File: src/rtl/dcache_pkg.sv
// Shared types and constants for the direct-mapped write-back data cache.
// The DCACHE_STATS_EN macro enables the hit/miss/writeback counters in dcache_ctrl.
package dcache_pkg;

    typedef enum logic [1:0] {
        IDLE      = 2'd0,
        WRITEBACK = 2'd1,
        REFILL    = 2'd2
    } state_t;

    // RV32 load/store width codes (stores use B/H/W only)
    localparam logic [2:0] F3_B  = 3'd0;
    localparam logic [2:0] F3_H  = 3'd1;
    localparam logic [2:0] F3_W  = 3'd2;
    localparam logic [2:0] F3_BU = 3'd4;
    localparam logic [2:0] F3_HU = 3'd5;

    // Tag field sized for the widest supported address.
    // Narrower tags are stored zero-extended.
    localparam int TAG_MAX = 32;

    typedef struct packed {
        logic               valid;
        logic               dirty;
        logic [TAG_MAX-1:0] tag;
    } line_t;

endpackage

File: src/rtl/dcache_lane.sv
// One-word datapath: load byte extraction with sign/zero extension and
// store byte merge. Bytes of half/word accesses wrap modulo 4 within the word.
module dcache_lane
    import dcache_pkg::*;
(
    input  logic [31:0] line,
    input  logic [1:0]  offset,
    input  logic [2:0]  func3,
    input  logic [31:0] wdata,
    output logic [31:0] load_data,
    output logic [31:0] merged
);

    logic [31:0] rot;      // line rotated so the addressed byte sits in bits [7:0]
    logic [2:0]  nbytes;   // number of bytes a store writes

    genvar gi;
    generate
        for (gi = 0; gi < 4; gi++) begin : g_byte
            logic [1:0] src;
            logic [1:0] k;
            assign src = offset + 2'(gi);
            assign k   = 2'(gi) - offset;
            assign rot[8*gi +: 8]    = line[{src, 3'b000} +: 8];
            assign merged[8*gi +: 8] = ({1'b0, k} < nbytes) ? wdata[{k, 3'b000} +: 8]
                                                            : line[8*gi +: 8];
        end
    endgenerate

    // Store width decode; unknown codes leave the line untouched
    always_comb begin
        nbytes = 3'd0;
        case (func3)
            F3_B:    nbytes = 3'd1;
            F3_H:    nbytes = 3'd2;
            F3_W:    nbytes = 3'd4;
            default: nbytes = 3'd0;
        endcase
    end

    // Load extraction and extension; unknown codes return zero
    always_comb begin
        load_data = 32'd0;
        case (func3)
            F3_B:    load_data = {{24{rot[7]}}, rot[7:0]};
            F3_H:    load_data = {{16{rot[15]}}, rot[15:0]};
            F3_W:    load_data = rot;
            F3_BU:   load_data = {24'd0, rot[7:0]};
            F3_HU:   load_data = {16'd0, rot[15:0]};
            default: load_data = 32'd0;
        endcase
    end

endmodule

File: src/rtl/dcache_ctrl.sv
// Write-back, direct-mapped, one-word-per-line data cache controller.
// Hits complete combinationally. A miss stalls the CPU, optionally evicts a
// dirty victim, refills from memory and then replays the held request.
// Define DCACHE_STATS_EN to add hit_count/miss_count/wb_count outputs.
module dcache_ctrl
    import dcache_pkg::*;
#(
    parameter int ADDR_WIDTH  = 32,
    parameter int DATA_WIDTH  = 32,
    parameter int SETS        = 16,
    parameter int MEM_LATENCY = 1
) (
    input  logic                  clk,
    input  logic                  rst_n,
    input  logic                  cpu_req,
    input  logic                  cpu_we,
    input  logic [2:0]            cpu_func3,
    input  logic [ADDR_WIDTH-1:0] cpu_addr,
    input  logic [DATA_WIDTH-1:0] cpu_wdata,
    output logic [DATA_WIDTH-1:0] cpu_rdata,
    output logic                  cpu_ack,
    output logic                  stall,
    output logic [ADDR_WIDTH-1:0] mem_addr,
    input  logic [DATA_WIDTH-1:0] mem_rdata,
    output logic [ADDR_WIDTH-1:0] mem_wb_addr,
    output logic [DATA_WIDTH-1:0] mem_wb_data,
    output logic                  mem_wb_en
`ifdef DCACHE_STATS_EN
    ,output logic [31:0]          hit_count,
    output logic [31:0]           miss_count,
    output logic [31:0]           wb_count
`endif
);

    localparam int INDEX_W = $clog2(SETS);
    localparam int TAG_W   = ADDR_WIDTH - INDEX_W - 2;
    localparam int CNT_W   = (MEM_LATENCY > 1) ? $clog2(MEM_LATENCY) : 1;
    localparam logic [CNT_W-1:0] CNT_LOAD = CNT_W'(MEM_LATENCY - 1);

    state_t                state_reg, state_next;
    logic [CNT_W-1:0]      cnt_reg, cnt_next;

    line_t                 meta_reg [SETS];
    logic [DATA_WIDTH-1:0] data_ram [SETS];

    logic [INDEX_W-1:0]    index;
    logic [1:0]            offset;
    logic [TAG_W-1:0]      tag_in;
    line_t                 cur_meta;
    logic [DATA_WIDTH-1:0] cur_line;
    logic                  hit;
    logic [DATA_WIDTH-1:0] load_data;
    logic [DATA_WIDTH-1:0] merged;
    logic                  store_hit;
    logic                  install;
    logic                  miss_detect;

    assign offset   = cpu_addr[1:0];
    assign index    = cpu_addr[INDEX_W+1:2];
    assign tag_in   = cpu_addr[ADDR_WIDTH-1:INDEX_W+2];
    assign cur_meta = meta_reg[index];
    assign cur_line = data_ram[index];
    assign hit      = cpu_req & cur_meta.valid & (cur_meta.tag == TAG_MAX'(tag_in));

    dcache_lane u_lane (
        .line      (cur_line),
        .offset    (offset),
        .func3     (cpu_func3),
        .wdata     (cpu_wdata),
        .load_data (load_data),
        .merged    (merged)
    );

    // Next-state, latency counter and all CPU/memory-facing outputs
    always_comb begin
        state_next  = state_reg;
        cnt_next    = (cnt_reg == '0) ? '0 : cnt_reg - 1'b1;
        stall       = 1'b0;
        cpu_ack     = 1'b0;
        cpu_rdata   = '0;
        mem_addr    = '0;
        mem_wb_addr = '0;
        mem_wb_data = '0;
        mem_wb_en   = 1'b0;
        store_hit   = 1'b0;
        install     = 1'b0;
        miss_detect = 1'b0;
        case (state_reg)
            IDLE: begin
                if (cpu_req) begin
                    if (hit) begin
                        cpu_ack = 1'b1;
                        if (cpu_we) store_hit = 1'b1;
                        else        cpu_rdata = load_data;
                    end else begin
                        stall       = 1'b1;
                        miss_detect = 1'b1;
                        cnt_next    = CNT_LOAD;
                        state_next  = (cur_meta.valid & cur_meta.dirty) ? WRITEBACK : REFILL;
                    end
                end
            end
            WRITEBACK: begin
                stall       = 1'b1;
                mem_wb_addr = {cur_meta.tag[TAG_W-1:0], index, 2'b00};
                mem_wb_data = cur_line;
                // counter starts at CNT_LOAD, so this strobes on the first cycle only
                mem_wb_en   = (cnt_reg == CNT_LOAD);
                if (cnt_reg == '0) begin
                    state_next = REFILL;
                    cnt_next   = CNT_LOAD;
                end
            end
            REFILL: begin
                stall    = 1'b1;
                mem_addr = {cpu_addr[ADDR_WIDTH-1:2], 2'b00};
                if (cnt_reg == '0) begin
                    install    = 1'b1;
                    state_next = IDLE;
                end
            end
            default: state_next = IDLE;
        endcase
    end

    // State, counter and line metadata; reset invalidates every line
    always_ff @(posedge clk) begin
        if (!rst_n) begin
            state_reg <= IDLE;
            cnt_reg   <= '0;
            for (int i = 0; i < SETS; i++) begin
                meta_reg[i].valid <= 1'b0;
                meta_reg[i].dirty <= 1'b0;
            end
        end else begin
            state_reg <= state_next;
            cnt_reg   <= cnt_next;
            if (install)
                meta_reg[index] <= '{valid: 1'b1, dirty: 1'b0, tag: TAG_MAX'(tag_in)};
            else if (store_hit)
                meta_reg[index].dirty <= 1'b1;
        end
    end

    // Line data: refill capture or store merge (suppressed during reset)
    always_ff @(posedge clk) begin
        if (rst_n) begin
            if (install)
                data_ram[index] <= mem_rdata;
            else if (store_hit)
                data_ram[index] <= merged;
        end
    end

`ifdef DCACHE_STATS_EN
    // Event counters: hit acks (including replays), miss detects, writebacks
    always_ff @(posedge clk) begin
        if (!rst_n) begin
            hit_count  <= '0;
            miss_count <= '0;
            wb_count   <= '0;
        end else begin
            if (cpu_ack)     hit_count  <= hit_count + 32'd1;
            if (miss_detect) miss_count <= miss_count + 32'd1;
            if (mem_wb_en)   wb_count   <= wb_count + 32'd1;
        end
    end
`endif

endmodule
File: config.mk
export PLATFORM = sky130hd
export DESIGN_NAME = dcache_ctrl
export DESIGN_NICKNAME = d
export VERILOG_FILES = /design/src/rtl/dcache_pkg.sv /design/src/rtl/dcache_lane.sv /design/src/rtl/dcache_ctrl.sv
export SDC_FILE = /design/constraint.sdc
export NUM_CORES = 1
export LEC_CHECK = 0
export ABC_AREA = 1
export BUFFER_PORTS_ARGS = -buffer_cell sky130_fd_sc_hd__clkbuf_2
export CAP_MARGIN = 0
export CORE_UTILIZATION = 36
export CTS_BUF_LIST = sky130_fd_sc_hd__clkbuf_16
export CTS_CLUSTER_SIZE = 12
export DETAILED_ROUTE_END_ITERATION = 6
export GPL_TIMING_DRIVEN = 0
export PLACE_DENSITY = 0.61
export SETUP_SLACK_MARGIN = 0.15
export SYNTH_ARGS = -nofsm -noshare
export SYNTH_HDL_FRONTEND = slang
export SYNTH_SLANG_ARGS = --single-unit
File: constraint.sdc
create_clock -name clk -period 6.75 [get_ports clk]
set_clock_uncertainty 0.2 [all_clocks]
set_input_delay 0.3375 -clock clk [delete_from_list [all_inputs] [get_ports clk]]
set_output_delay 0.3375 -clock clk [all_outputs]
set_load 0.005 [all_outputs]
### Word level (Yosys, flattened, before mapping)

Memory sizes are Yosys's and may differ from the RTL's.
Cells that the tools add are included.

* flip-flop bits (word level): 3
* memories: 2
* input bits: 103
* memory bits (read-only): 0
* output and inout bits: 131
* bits in latches: 0
* bits in writable memories: 960

* shifts and indexed selects: 8
* equal/unequal tests: 11
* add/sub/neg operators: 8
* order comparisons: 4
* multiplexer cells: 50
* reduce and logical (&&, ||, !) cells: 5
* bitwise operators: 6
* divide/modulo/power cells: 0
* multipliers: 0

Memories
* data_ram: depth 16, bits a word 32, read ports 1, clocked after memory_dff 0, wr ports 1, RTL line dcache_ctrl.sv:44 `logic [DATA_WIDTH-1:0] data_ram [SETS];`
* meta_reg: depth 16, bits a word 28, read ports 1, clocked after memory_dff 0, wr ports 16, RTL line dcache_ctrl.sv:43 `line_t meta_reg [SETS];`

Operators with widths (count)
* $mux W32: 8
* $shiftx A32 B6 Y8: 8
* $pmux W32 S5: 1
* $eq A32 B26 Y1: 1
* $mux W8: 4
* $mux W28: 1
* $reduce_or A28 Y1: 1
* $mux W1: 25
* $lt A2 B3 Y1: 4
* $mux W2: 5
* $pmux W3 S3: 1
* $ne A2 B2 Y1 const B: 4
* $eq A3 B3 Y1 const B: 2
* $pmux W2 S3: 1
* $add A2 B2 Y2 const B: 2
* $mux W4: 1
* $pmux W1 S2: 2
* $reduce_and A4 Y1: 1
* $sub A1 B2 Y2 const A: 2
* $sub A2 B2 Y2 const A: 2
* $and A1 B1 Y1: 3
* $eq A3 B1 Y1 const B: 1
* $eq A3 B2 Y1 const B: 1
* $logic_not A3 Y1: 1
* 9 further kinds: 10

### Logic depth before layout (Yosys ltp)

An unclocked memory read counts as a cell.

* word-level depth: 13
* mapped depth: 22
* depth with buffers taken out: 19

### By module

From an unflattened synthesis, not the netlist that was laid out.

* cell total of the unflattened synthesis: 3993
* area, all modules: 42280.6 um^2

By module, submodules not included
* dcache_ctrl: seq. area each 28697.5 um^2, area an instance 39609.2 um^2, instances 1, cells each 3371
* dcache_lane: seq. area each 0.0 um^2, area an instance 2671.3 um^2, instances 1, cells each 622

### Least setup slack after synthesis

OpenSTA, ideal clock, no wires.

* path type: input-to-reg
* from: input cpu_addr[2]
* to: memory data_ram[8][0] (enable)
* setup slack: 1.772 ns
* path buffers: 3
* stages: 16
* arrival: 4.312 ns
* library setup time: 0.466 ns
* path through: buf_4 -> nand2_4 -> inv_2 -> buf_6 -> buf_2 -> nand2_1 -> nand3_1 -> nand2_1 -> nand2_1 -> o21ai_0 -> nand4_1 -> nor2_1 -> nand3_2 -> nor2_4 -> nand3_2 -> o21ai_0

* word-level cells in the longest chain between the ends: 11
* elaborated cells between the ends (all ways): 12
* classes of those cells: eq/ne: 1; mux: 7; bitwise: 3; memory: 1

RTL lines
* from (decl): RTL line dcache_ctrl.sv:18 `input logic [ADDR_WIDTH-1:0] cpu_addr,`
* $mem_v2 Z16 W28
* $eq A32 B26 Y1 or $and A1 B1 Y1 (tied branches): RTL line dcache_ctrl.sv:63 `assign hit = cpu_req & cur_meta.valid & (cur_meta.tag == TAG_MAX'(tag_in));`
* $and A1 B1 Y1: RTL line dcache_ctrl.sv:63
* $mux W1: RTL line dcache_ctrl.sv:91 `if (hit) begin`
* $mux W1: RTL line dcache_ctrl.sv:90 `if (cpu_req) begin`
* $mux W1: RTL line dcache_ctrl.sv:88 `case (state_reg)`
* $mux W1: RTL line dcache_ctrl.sv:150 `else if (store_hit)`
* $mux W1: RTL line dcache_ctrl.sv:148 `if (install)`
* $mux W1: RTL line dcache_ctrl.sv:147 `if (rst_n) begin`
* $mux W1 (not written as such): RTL line dcache_ctrl.sv:151 `data_ram[index] <= merged;`
* $or A1 B1 Y1 (no line)
* to (decl): RTL line dcache_ctrl.sv:44

Several ways; a longest one is shown, not always the timed one.

### Worst setup path in the final report

* from: input cpu_addr[4]
* to: output cpu_rdata[1]

* word-level cells in the longest chain between the ends: 7
* elaborated cells between the ends (all ways): 11
* classes of those cells: eq/ne: 1; shift: 1; mux: 5; bitwise: 2; memory: 2

RTL lines
* $mem_v2 Z16 W32
* $shiftx A32 B6 Y8: RTL line dcache_lane.sv:24 `assign rot[8*gi +: 8] = line[{src, 3'b000} +: 8];`
* $pmux W32 S5: RTL line dcache_lane.sv:44 `case (func3)`
* $mux W32: RTL line dcache_ctrl.sv:93 `if (cpu_we) store_hit = 1'b1;`
* $mux W32 (*): RTL line dcache_ctrl.sv:91
* $mux W32 (*): RTL line dcache_ctrl.sv:90
* $mux W32 (*): RTL line dcache_ctrl.sv:88
* to (decl): RTL line dcache_ctrl.sv:20 `output logic [DATA_WIDTH-1:0] cpu_rdata,`

Every way passes the cells marked *; elsewhere a longest branch is shown, timed or not.

==> metrics.txt <==
first-pass GRT wire length 194 mm; Die Width 341 µm; pwr dens 263 nW/µm²; Final setup viols 0; worst reg2reg setup slack 2.45 ns; vias in the first global route 28400; Tcrit/Tclk final 72.4%; io pins 234; main area contributors after synthesis edfxtp_1, nand2_1, a22oi_1, nor2_1, a21oi_1; Ys Warns 0; Num CTS Buffers 97; routed length per instance 23.9 µm; fmax 0.205 GHz; count of flip-flops with a built-in enable after synthesis 943; FP Rows 123; hold crit path type input pin to flip-flop; unique cell type count in the Yosys netlist 37; max FFs per register 512; clk slew on worst S/H paths 0.06 ns; Sink Count 962; multi-input logic area 11200 µm²; Resize count post-CTS 0; critical path's largest stage delay 0.91 ns; Initial Utilization 36.5%; fraction of layout cells with a size suffix above 1 13.3%; chip height 341 µm; fin crit period 4.88 ns; WP data required 6.21 ns; Detail Route Antenna Nets 0; die area 116000 µm²; drt first pass iters 7; top cell type's share of synthesized area 68.5%; setup TNS 0 ns; Routed WL 136 mm; Placed Instances 5497; outcome complete, but fails checks; actual slew at the worst max-slew pin 1.25 ns; Clock Tree Root clkbuf_16; P&R area growth vs syn 16.9%; sequential area share after synthesis 69.4%; dpl hpwl 91.7 mm; sequence of cells on the critical path clkbuf_2 > nor2_1 > clkbuf_1 > nand2_1 > nand2_1 > o21ai_0 > nand2_1 > nand3b_1 > nor2_1 > nand3_2 > nor3_4 > nand2_2 > buf_2 > nor2_1 > clkbuf_2; Max rail drop VDD 0.000205 V; RSZ-0062 raised after global routing false; cell with the most instances after synthesis nand2_1; most instantiated cells after synthesis nand2_1, edfxtp_1, a22oi_1; GPL Wtd Cong 0.923; final max-slew violation count 0; max_cap viols 0; Layout Nets 4229; DR iter-0 viols 3524; violated checks DRC; register area 28700 µm²; port buffer count 228; dpl ws 1.48 ns; area leader, netlist edfxtp_1; CP Launch Type input pin; fin worst setup slack 1.87 ns; crit path max fanout 10; H-tree depth 3; Core Area 113000 µm²; Main synth FF type edfxtp_1; Clock Latency Late Sink 0.69 ns; Top Family by Delay on Critical Path simple AND/OR/NAND/NOR gates; CP bufs+invs 4; largest net degree at the start of global routing 27; fraction of registers with async set/reset 0%; total gr overflow 0; Post-Layout Cell Count 5682; syn avg cell area 11.1 µm²; initial antenna violation count 2; final-report hold violation count 0; P_leak 18.6 nW; Yosys reg bits 962; # fillers 10600; Longest Clk Path Bufs 3; Ant. Diodes 0; Vias/cell 5.35; CP Class input pin to output port; Post-Synthesis Cells 3734; DRC Markers 1; via count 30400; Critical Path AT 4.35 ns; CTS tree done; Worst slew margin 15.7%; synthesized area 41300 µm²; CP max-delay cell clkbuf_1; Crit. End Element output port; Tot Pwr 0.0127 W; GRT Overall Usage 22.9%
-- worst reg2reg max path, stage by stage (launching register included) --
cell and delay, ns:
dfxtp_1 0.34, inv_1 0.10, ha_1 0.31, nand2_1 0.41, clkbuf_1 0.64, nor2_4 0.95, inv_1 0.22, nand2_2 0.49
buf_12 0.26
-- power by group --
part	switching, W	internal, W
logic	0.000828	0.000287
registers	0.00000917	0.00660
clock network	0.00222	0.00277
total	0.00306	0.00965
-- path summary, 6_finish.rpt --
kind / end / startpoint / cells after the start
max reg2reg: data_ram[0][30]$_DFFE_PP_ / state_reg[0]$_SDFFE_PN0P_ / 8
min: meta_reg[14][0]$_DFFE_PP_ / cpu_addr[6] / 1
max: cpu_rdata[1] / cpu_addr[4] / 15
min reg2reg: meta_reg[8][27]$_DFF_P_ / meta_reg[8][27]$_DFF_P_ / 2
-- what timing repair did --
| action | 4_1_cts | 5_1_grt |
|---|---|---|
| setup buffers | 0 | 0 |
| hold endpoints to repair | 309 | 0 |
| hold buffers | 22 | 0 |
-- stage by stage --
step                utilization (%)  area [µm²]  hold WS [ns]
CTS                            42.7       48300       0.00195
finish                         42.7       48300        0.0302
global placement               39.2       44400         0.233
global route                   42.7       48300        0.0320
floorplan                         -       41300         0.222
detailed placement             40.0       45200         0.238
-- logic make-up (layout without fill, tap and decap cells) --
kind of cell / after synthesis / count (layout) / synth area share (%)
flip-flops: 962 / 962 / 69.4
other: 1 / 4 / 0.00907
buffers and inverters: 394 / 839 / 4.00
AND/OR/NAND/NOR: 1749 / 1749 / 16.9
AO/OA/AOI/OAI: 619 / 619 / 9.39
adder cells (fa/ha/maj): 8 / 8 / 0.242
XOR/XNOR: 1 / 1 / 0.0212
-- layer usage --
layer | GRT usage [%] | up-vias | share of wire [%]
met3 | 4.05 | 221 | 9.3
met4 | 6.89 | 2 | 2.7
met2 | 36.9 | 1546 | 47
li1 | - | 13800 | -
met1 | 31.5 | 14900 | 41
met5 | 0 | - | 0.0066
-- placed cells by master, fill, tap and decap left out, types with 2 or more instances in the layout --
cell	instances
nand3_1	105
dfxtp_1	19
or2_1	3
or2_2	49
nand2_1	1294
and2_1	6
edfxtp_1	943
clkinv_2	5
inv_2	2
buf_2	72
dlygate4sd3_1	22
clkinv_1	18
nand4_1	23
buf_12	27
o21bai_1	9
buf_16	5
buf_6	4
a22oi_1	267
buf_1	32
o21ai_0	147
nand2_2	18
inv_1	210
buf_4	14
conb_1	4
o211ai_1	35
nor2_4	18
bufinv_16	3
clkbuf_16	100
o21ai_1	2
ha_1	8
nand3_2	3
clkbuf_2	229
nor3_1	12
clkbuf_1	91
nor2_1	213
clkinv_16	2
a21oi_1	157
-- final cells by class --
type / instances / share of cell area, %
Timing Repair Buffer: 282 / 4.22
Clock inverter: 63 / 0.811
Multi-Input combinational cell: 2381 / 23.1
Sequential cell: 962 / 59.4
Buffer: 214 / 2.02
Clock buffer: 100 / 5.18
Inverter: 180 / 1.40
Tap cell: 1500 / 3.88
Power figures use the tool's default switching activity.
